### src/rtl/tod_read_latch_if.sv
// Bus-side signal bundle for the TOD read latch: live TOD in, read strobe/select in,
// read data and freeze flag out.
interface tod_read_latch_if;
    logic [31:0] tod_in;
    logic        rd;
    logic [1:0]  addr;
    logic [7:0]  dout;
    logic        latched;

    modport master (
        output tod_in,
        output rd,
        output addr,
        input  dout,
        input  latched
    );

    modport slave (
        input  tod_in,
        input  rd,
        input  addr,
        output dout,
        output latched
    );
endinterface

### src/rtl/tod_read_latch.sv
// TOD read front end: a read of the top TOD register freezes a coherent snapshot,
// and a read of the bottom register releases it.
module tod_read_latch #(
    parameter int MODEL = 0
) (
    input  logic              clk,
    input  logic              rst,
    tod_read_latch_if.slave   bus
);
    typedef enum logic {FREE, LATCHED} state_t;

    localparam logic [1:0] LA = (MODEL == 1) ? 2'd2 : 2'd3;
    localparam logic [1:0] RA = 2'd0;

    state_t      state;
    logic [31:0] snapshot;
    logic [31:0] src;

    function automatic logic [7:0] read_byte(input logic [31:0] v, input logic [1:0] a);
        logic [7:0] b;
        b = v[{a, 3'b000} +: 8];
        if (MODEL == 1) begin
            read_byte = (a == 2'd3) ? '0 : b;
        end else begin
            case (a)
                2'd0:    read_byte = b & 8'h0F;
                2'd1:    read_byte = b & 8'h7F;
                2'd2:    read_byte = b & 8'h7F;
                default: read_byte = b & 8'h9F;
            endcase
        end
    endfunction

    assign src = (state == LATCHED) ? snapshot : bus.tod_in;

    always_ff @(posedge clk or posedge rst) begin
        if (rst) begin
            state       <= FREE;
            snapshot    <= '0;
            bus.dout    <= '0;
            bus.latched <= 1'b0;
        end else begin
            // Snapshot tracks the live value while free, so the LA read and the
            // frozen bytes come from the same sampled tod_in.
            if (state == FREE) begin
                snapshot <= bus.tod_in;
            end
            if (bus.rd) begin
                bus.dout <= read_byte(src, bus.addr);
                case (state)
                    FREE: begin
                        if (bus.addr == LA) begin
                            state       <= LATCHED;
                            bus.latched <= 1'b1;
                        end
                    end
                    LATCHED: begin
                        if (bus.addr == RA) begin
                            state       <= FREE;
                            bus.latched <= 1'b0;
                        end
                    end
                    default: begin
                        state       <= FREE;
                        bus.latched <= 1'b0;
                    end
                endcase
            end
        end
    end
endmodule

### src/flat_wrapper.sv
// flat-port wrapper written by rule: the top's interface ports become plain ports
module tod_read_latch_flat 
#(
    parameter int MODEL = 0
)
  (clk, rst, bus_tod_in, bus_rd, bus_addr, bus_dout, bus_latched);
  tod_read_latch_if bus_i ();
  input  logic clk;
  input  logic rst;
  input wire logic [$bits(bus_i.tod_in)-1:0] bus_tod_in;
  input wire logic [$bits(bus_i.rd)-1:0] bus_rd;
  input wire logic [$bits(bus_i.addr)-1:0] bus_addr;
  output wire logic [$bits(bus_i.dout)-1:0] bus_dout;
  output wire logic [$bits(bus_i.latched)-1:0] bus_latched;
  assign bus_i.tod_in = bus_tod_in;
  assign bus_i.rd = bus_rd;
  assign bus_i.addr = bus_addr;
  assign bus_dout = bus_i.dout;
  assign bus_latched = bus_i.latched;
  tod_read_latch #(.MODEL(MODEL)) u_core (.clk(clk), .rst(rst), .bus(bus_i));
endmodule
### config.mk
export PLATFORM = sky130hd
export DESIGN_NAME = tod_read_latch_flat
export DESIGN_NICKNAME = d
export VERILOG_FILES = /design/src/rtl/tod_read_latch_if.sv /design/src/rtl/tod_read_latch.sv /design/src/flat_wrapper.sv
export SDC_FILE = /design/constraint.sdc
export NUM_CORES = 1
export LEC_CHECK = 0
export CAP_MARGIN = 20
export CORE_ASPECT_RATIO = 1.25
export CORE_MARGIN = 5
export CORE_UTILIZATION = 53
export CTS_CLUSTER_DIAMETER = 30
export DETAILED_ROUTE_END_ITERATION = 12
export PLACE_DENSITY = 0.82
export SLEW_MARGIN = 20
export SYNTH_ARGS = -nofsm -noshare
export SYNTH_HDL_FRONTEND = slang
export SYNTH_SLANG_ARGS = --single-unit
export TNS_END_PERCENT = 1
### constraint.sdc
create_clock -name clk -period 3.5 [get_ports clk]
set_clock_uncertainty 0.2 [all_clocks]
set_input_delay 0.7 -clock clk [delete_from_list [all_inputs] [get_ports clk]]
set_output_delay 0.7 -clock clk [all_outputs]
set_load 0.01 [all_outputs]
### Word level (Yosys, flattened, before mapping)

Index checks and enable logic that the tools add are counted.

* logic and storage cells: 22
* flip-flop bits (word level): 42
* input port bits: 37

* mux-type cells: 8
* bitwise logic cells: 1
* shifts and indexed selects: 1
* equal/unequal tests: 5
* reductions and logical operators: 3

Operators by type and width (number)
* 32-bit 2-to-1 mux: 1
* 32-bit by 6-bit variable part select with 8-bit output: 1
* 8-bit case mux with 2 select lines: 1
* 2-bit == test (second input constant): 2
* 1-bit 2-to-1 mux: 4
* 2-bit != test (second input constant): 2
* 1-bit case mux with 2 select lines: 2
* 3-bit AND reduction: 1
* 2-bit by 1-bit == test with 1-bit output (second input constant): 1
* 2-bit zero test: 1
* 2-bit OR reduction: 1
* 1-bit NOT: 1

### Depth between registers and ports, before layout

Gate-level depths: netlist (run 1).

* word-level depth: 3
* depth in mapped cells: 6

### Worst setup path before layout (run 1)

No wires, ideal clock.

* kind: input to register
* start: input bus_tod_in[24]
* end: register u_core.bus.dout[0]
* library setup time: 0.125 ns
* required time: 3.175 ns
* cell stages on the path: 3
* slack: 1.514 ns
* arrival time: 1.661 ns
* cell sequence: mux2_4 mux4_2 mux2_4

* longest elaborated chain between the ends: 3

Ends and longest elaborated chain
* from (decl): RTL line flat_wrapper.sv:10 `input wire logic [$bits(bus_i.tod_in)-1:0] bus_tod_in;`
* 32-bit 2-to-1 mux: RTL line tod_read_latch.sv:34 `assign src = (state == LATCHED) ? snapshot : bus.tod_in;`
* 32-bit by 6-bit variable part select with 8-bit output: RTL line tod_read_latch.sv:21 `b = v[{a, 3'b000} +: 8];`
* 8-bit case mux with 2 select lines: RTL line tod_read_latch.sv:25 `case (a)`
* to (signal assigned): RTL line tod_read_latch.sv:49 `bus.dout <= read_byte(src, bus.addr);`
* to (decl): RTL line tod_read_latch_if.sv:22 `output dout,`

Every way passes these cells.
A chain may end at the register's enable or synchronous reset.

### Worst setup path after layout (run 1)

* start: input bus_addr[0]
* end: register u_core.bus.dout[1]

* longest elaborated chain between the ends: 2

Ends and longest elaborated chain
* from (decl): RTL line flat_wrapper.sv:12 `input wire logic [$bits(bus_i.addr)-1:0] bus_addr;`
* 32-bit by 6-bit variable part select with 8-bit output: RTL line tod_read_latch.sv:21
* 8-bit case mux with 2 select lines: RTL line tod_read_latch.sv:25

Every way passes these cells.

==> results of run 1 <==
how the worst min path moves through the flow:
stage	from	depth (start not counted)	end	slack, ps
2_1_floorplan	u_core.snapshot[14]	1	u_core.snapshot[14]	260
3_3_place_gp	u_core.snapshot[14]	1	u_core.snapshot[14]	270
3_5_place_dp	u_core.bus.dout[5]	2	u_core.bus.dout[5]	270
4_1_cts	u_core.bus.dout[5]	2	u_core.bus.dout[5]	290
5_1_grt	u_core.snapshot[4]	1	u_core.snapshot[4]	310
6_report	u_core.snapshot[14]	1	u_core.snapshot[14]	300
layout make-up:
| class | instances | area [um2] | area share |
|---|---|---|---|
| clock buffer | 7 | 86.33 | 0.03424 |
| clock inverter | 1 | 5.005 | 0.001985 |
| inverter | 6 | 22.52 | 0.008933 |
| multi-input combinational | 73 | 840.8 | 0.3335 |
| sequential | 42 | 1052 | 0.4174 |
| tap | 39 | 48.80 | 0.01935 |
| timing repair buffer | 47 | 465.4 | 0.1846 |
critical path: cells and delay by family:
kind / cells / cell delay (ps)
muxes: 2 / 870
buffers and inverters: 1 / 940
power breakdown:
group / internal [mW] / total [mW] / leakage, nW / switching, mW
Clock: 0.159 / 0.317 / 0.0482 / 0.157
Sequential: 0.648 / 0.743 / 0.492 / 0.0949
Combinational: 0.333 / 0.497 / 0.560 / 0.165
Total: 1.14 / 1.56 / 1.10 / 0.417
synth_stat cells:
master	number	share of area
dfrtp_1	42	0.54
mux2_4	19	0.15
mux2_1	15	0.086
mux4_2	8	0.092
inv_1	5	0.0096
nand2_1	5	0.0096
nor2_1	5	0.0096
ha_1	3	0.019
nand2b_1	3	0.0096
o22ai_1	3	0.0096
o32ai_1	3	0.013
a21oi_1	2	0.0051
buf_2	2	0.0051
buf_6	2	0.011
clkbuf_1	2	0.0038
mux2_2	2	0.011
a31oi_1	1	0.0032
buf_4	1	0.0038
inv_2	1	0.0019
o21ai_1	1	0.0025
o221ai_1	1	0.0045
o41ai_1	1	0.0045
or2_2	1	0.0032
per-layer routing:
layer  part of all wire  wire length (um)  track usage  vias to the layer above
met4              0.019                72      0.07611                        0
met2               0.53              1975       0.2789                       26
li1                   -                 -            -                      553
met1               0.40              1494       0.1902                      593
met5                  0                 0            0                        -
met3              0.056               211      0.06143                        6
registers in the layout (all words and copies together) (netlist names):
name,flops
u_core.bus.dout,8
u_core.bus.latched,1
u_core.snapshot,32
u_core.state,1
metrics by stage:
step	worst slack (ps)	cell area, um2	utilization	hold WS (ps)
6_report	979.2	2521	0.7115	295.1
5_1_grt	932.4	2521	0.7115	309.0
4_1_cts	968.0	2521	0.7115	290.7
3_5_place_dp	648.1	2430	0.6857	266.5
3_3_place_gp	698.0	2430	0.6857	267.8
2_1_floorplan	1514	1962	-	258.9
logic make-up (layout without fill, tap and decap cells):
family	after synthesis	in the layout
multiplexers	44	44
adder cells (fa/ha/maj)	3	3
flip-flops	42	42
buffers and inverters	13	61
AO/OA/AOI/OAI	12	12
AND/OR/NAND/NOR	14	14
==> flow_summary.ini, run 1 <==
[run_status]
status = completed

[power_and_ir_drop]
p_leak_nw = 1.100
power_density_nw_per_um2 = 617.5
irDropWorstVdd_v = 0.0003408
finalPower_mw = 1.557

[setup_path]
cp.arrival_ps = 2500
rr_startpoint = u_core.state
crit_type = in -> reg
cp_max_fo = 15
startpoint_type = input port
cp_slowest_cell = clkdlybuf4s50_1
startpoint = bus_addr[0]
rr_endpoint = u_core.bus.dout[0]
rr_worst_depth = 3
worstSetupEndpoint = u_core.bus.dout[1]
required_ps = 3480
path_cells = clkdlybuf4s50_1, mux4_2, mux2_4
worstSetupEndpointType = flop
rrSetupSlack_ps = 1230
slowest_delay_ps = 940

[synthesis]
synth-simple-area-share = 0.03189
ys_types = 23
ys_ff_latch = 42
synth_compound_area_frac = 0.04273
synth_seq_area_share = 0.5357
yosys_warnings = 0
postSynthCellCount = 128
yosys.area_share.xor_xnor = 0
syn_area_um2 = 1962
yosys.area_share.adder = 0.01913
syn_nets = 168
synth_area_per_cell_um2 = 15.33
synth_top_family_by_area = multiplexers
synth.mux.area_fraction = 0.3348

[timing]
slew_violations = 0
rsz0062_at_grt = no
worst_pin_slew_ps = 900.9
min_period_ps = 2521
totalNegativeSetupSlack_ps = 0
fmax_ghz = 0.3967
hold_viol = 0
relSlewSlack = 0.3987
finalSetupViolations = 0
min_period_over_period = 0.7202

[layout]
n_antenna_cell = 0
layoutNonFillerInstCount = 215
fillers = 254
final_common_cell = clkdlybuf4s50_1
drive_gt1_frac = 0.2330
area_growth_pct = 28.51
nets = 215
final_cell_mix = 45 x clkdlybuf4s50_1, 41 x dfrtp_1, 19 x mux2_4, 15 x mux2_1, 8 x mux4_2

[die]
die-area_um2 = 5026
ioPinCount = 46
core_area_um2 = 3543
dieHeight_um = 78.03
rows = 24
die_w_um = 64.42
start_util = 0.5537

[place]
gp_congestion = 0.7230
dp_hpwl_mm = 2.775
port_buffers = 45
placed_cells_incl_taps = 207

[clock_network]
clock_path_buffers = 2
cts_resized = 0
cts_buffers = 5
clkTransAtPathRegs_ps = 80
cts-root-buf = clkbuf_8
cts_sinks = 42
cts_tree = built
postCtsSetupRepairBufs = 0
hold_buffers = 0
h-tree-depth = 2
clkLatencyLatePin_ps = 290

[global_routing]
grt_pass1_vias = 1401
globalRoute.totalOverflow = 0
grt_usage = 0.1669
antenna_found_initial = 0
grt_max_degree = 26
grt_pass1_wl_mm = 6.472

[drt]
drt-wirelength-per-cell_um = 17.46
ant_nets = 0
drc_errors = 0
drt_wl_total_mm = 3.753
drt_iter0_drc = 63
first_pass_iters = 3
viasPerCell = 5.479
via_count = 1178

[run]
maxCapViolCount = 0

[min_path]
hold_class = reg -> reg
No activity file was read; power rests on OpenSTA's default activity.
==> inputs of run 2 (changes only) <==
--- a/config.mk
+++ b/config.mk
@@ -8,10 +8,10 @@
 export CAP_MARGIN = 20
 export CORE_ASPECT_RATIO = 1.25
 export CORE_MARGIN = 5
-export CORE_UTILIZATION = 53
+export CORE_UTILIZATION = 44
 export CTS_CLUSTER_DIAMETER = 30
 export DETAILED_ROUTE_END_ITERATION = 12
-export PLACE_DENSITY = 0.82
+export PLACE_DENSITY = 0.73
 export SLEW_MARGIN = 20
 export SYNTH_ARGS = -nofsm -noshare
 export SYNTH_HDL_FRONTEND = slang
==> constraint.sdc (replaced) <==
create_clock -name clk -period 2.3 [get_ports clk]
set_clock_uncertainty 0.2 [all_clocks]
set_input_delay 0.46 -clock clk [delete_from_list [all_inputs] [get_ports clk]]
set_output_delay 0.46 -clock clk [all_outputs]
set_load 0.01 [all_outputs]
==> run 2 against run 1 <==
Via count rose by 4.9%. Critical path type is now reg -> reg. Final cell count rose by 13%. Sequential power is 48% higher. Hold slack lost 120 ps.
==> flow_summary.ini, run 2 (synthesized netlist as in run 1, its figures left out) <==
[run_status]
status = completed

[global_routing]
antenna_found_initial = 0
grt_pass1_wl_mm = 6.844
grt_max_degree = 20
grt_usage = 0.1448
grt_pass1_vias = 1422
globalRoute.totalOverflow = 0

[die]
ioPinCount = 46
die-area_um2 = 5903
core_area_um2 = 4358
dieHeight_um = 84.66
rows = 27
die_w_um = 69.73
start_util = 0.4502

[clock_network]
postCtsSetupRepairBufs = 0
cts_buffers = 5
h-tree-depth = 2
cts_tree = built
clkLatencyLatePin_ps = 290
cts_resized = 0
clock_path_buffers = 2
hold_buffers = 0
cts_sinks = 42
cts-root-buf = clkbuf_8
clkTransAtPathRegs_ps = 70

[layout]
final_common_cell = clkdlybuf4s50_1
reg.largest.list = u_core.snapshot (32), u_core.bus.dout (8)
area_growth_pct = 34.06
final_cell_mix = 45 x clkdlybuf4s50_1, 41 x dfrtp_1, 19 x mux2_4, 15 x mux2_1
drive_gt1_frac = 0.2663
post-route-util = 0.6035
fillers = 344
regMostFlops = u_core.snapshot
area.sequential_um2 = 1052
n_antenna_cell = 0
multi_input_area_um2 = 840.8
final_area_um2 = 2630
nets = 223
largest_register_ffs = 32

[setup_path]
required_ps = 2270
rr_worst_depth = 4
startpoint_type = flop
crit_type = reg -> reg
worstSetupEndpointType = flop
cp.arrival_ps = 2000
cp_max_fo = 10

[drt]
drc_errors = 0
viasPerCell = 5.107
drt-wirelength-per-cell_um = 16.33
first_pass_iters = 4
drt_wl_total_mm = 3.951
via_count = 1236
ant_nets = 0
drt_iter0_drc = 39

[timing]
worst_pin_slew_ps = 261.8
rsz0062_at_grt = no
hold_viol = 0
totalNegativeSetupSlack_ps = 0
min_period_over_period = 0.8812
finalSetupViolations = 0
relSlewSlack = 0.8232
slew_violations = 0
holdWs_ps = 171.8
fmax_ghz = 0.4934
min_period_ps = 2027

[place]
placed_area_um2 = 2539
port_buffers = 45
gp_congestion = 0.7597
dp_hpwl_mm = 3.075

[power_and_ir_drop]
p_leak_nw = 1.144
irDropWorstVdd_v = 0.0004727
power_density_nw_per_um2 = 914.6

[run]
maxCapViolCount = 0

[min_path]
hold_class = in -> async
-- run 2: cell count changes in the layout (fill, tap and decap cells not counted), sizes merged --
cell and delta:
buf +8, clkinv +1, inv -1
-- run 2: layer usage --
| metal | global-route usage | part of all wire | vias up |
|---|---|---|---|
| met4 | 0.06098 | 0.017 | 0 |
| met1 | 0.1585 | 0.41 | 623 |
| li1 | - | - | 576 |
| met5 | 0 | 0 | - |
| met2 | 0.2639 | 0.54 | 31 |
| met3 | 0.03713 | 0.039 | 6 |
-- run 2: final timing paths --
kind | start | to | slack, ps
hold / removal | rst | u_core.snapshot[5] | 170
max in group asynchronous | rst | u_core.snapshot[19] | 1250
min in group clk | u_core.snapshot[8] | u_core.snapshot[8] | 290
setup / recovery | u_core.state | u_core.bus.dout[2] | 270
hold reg to reg | u_core.snapshot[8] | u_core.snapshot[8] | 290
setup reg to reg | u_core.state | u_core.bus.dout[2] | 270
-- run 2: layout make-up --
class | instances | area share
Clock buffer | 7 | 0.03283
Timing Repair Buffer | 55 | 0.2093
Tap cell | 58 | 0.02759
Sequential cell | 42 | 0.4001
Inverter | 6 | 0.008563
Multi-Input combinational cell | 73 | 0.3197
Clock inverter | 1 | 0.001903
-- run 2: power by group --
part / total [mW] / switching (mW) / internal, mW
Combinational: 0.834 / 0.296 / 0.538
Clock: 0.474 / 0.232 / 0.242
Sequential: 1.10 / 0.110 / 0.987
-- run 2: metrics by stage --
| step | worst slack [ps] | instances | power, mW |
|---|---|---|---|
| 6_report | 273.2 | 242 | 2.405 |
| 5_1_grt | 227.2 | 242 | 2.550 |
| 4_1_cts | 270.2 | 242 | 2.441 |
| 3_5_place_dp | 62.93 | 234 | 1.954 |
| 3_3_place_gp | 95.78 | 234 | 1.907 |
| 2_1_floorplan | 414.2 | 128 | 1.645 |
-- run 2: critical path, stage by stage, from the launching register on --
cell     delay (ps)
dfrtp_2         490
buf_12          180
mux2_4          300
mux4_2          470
mux2_4          270
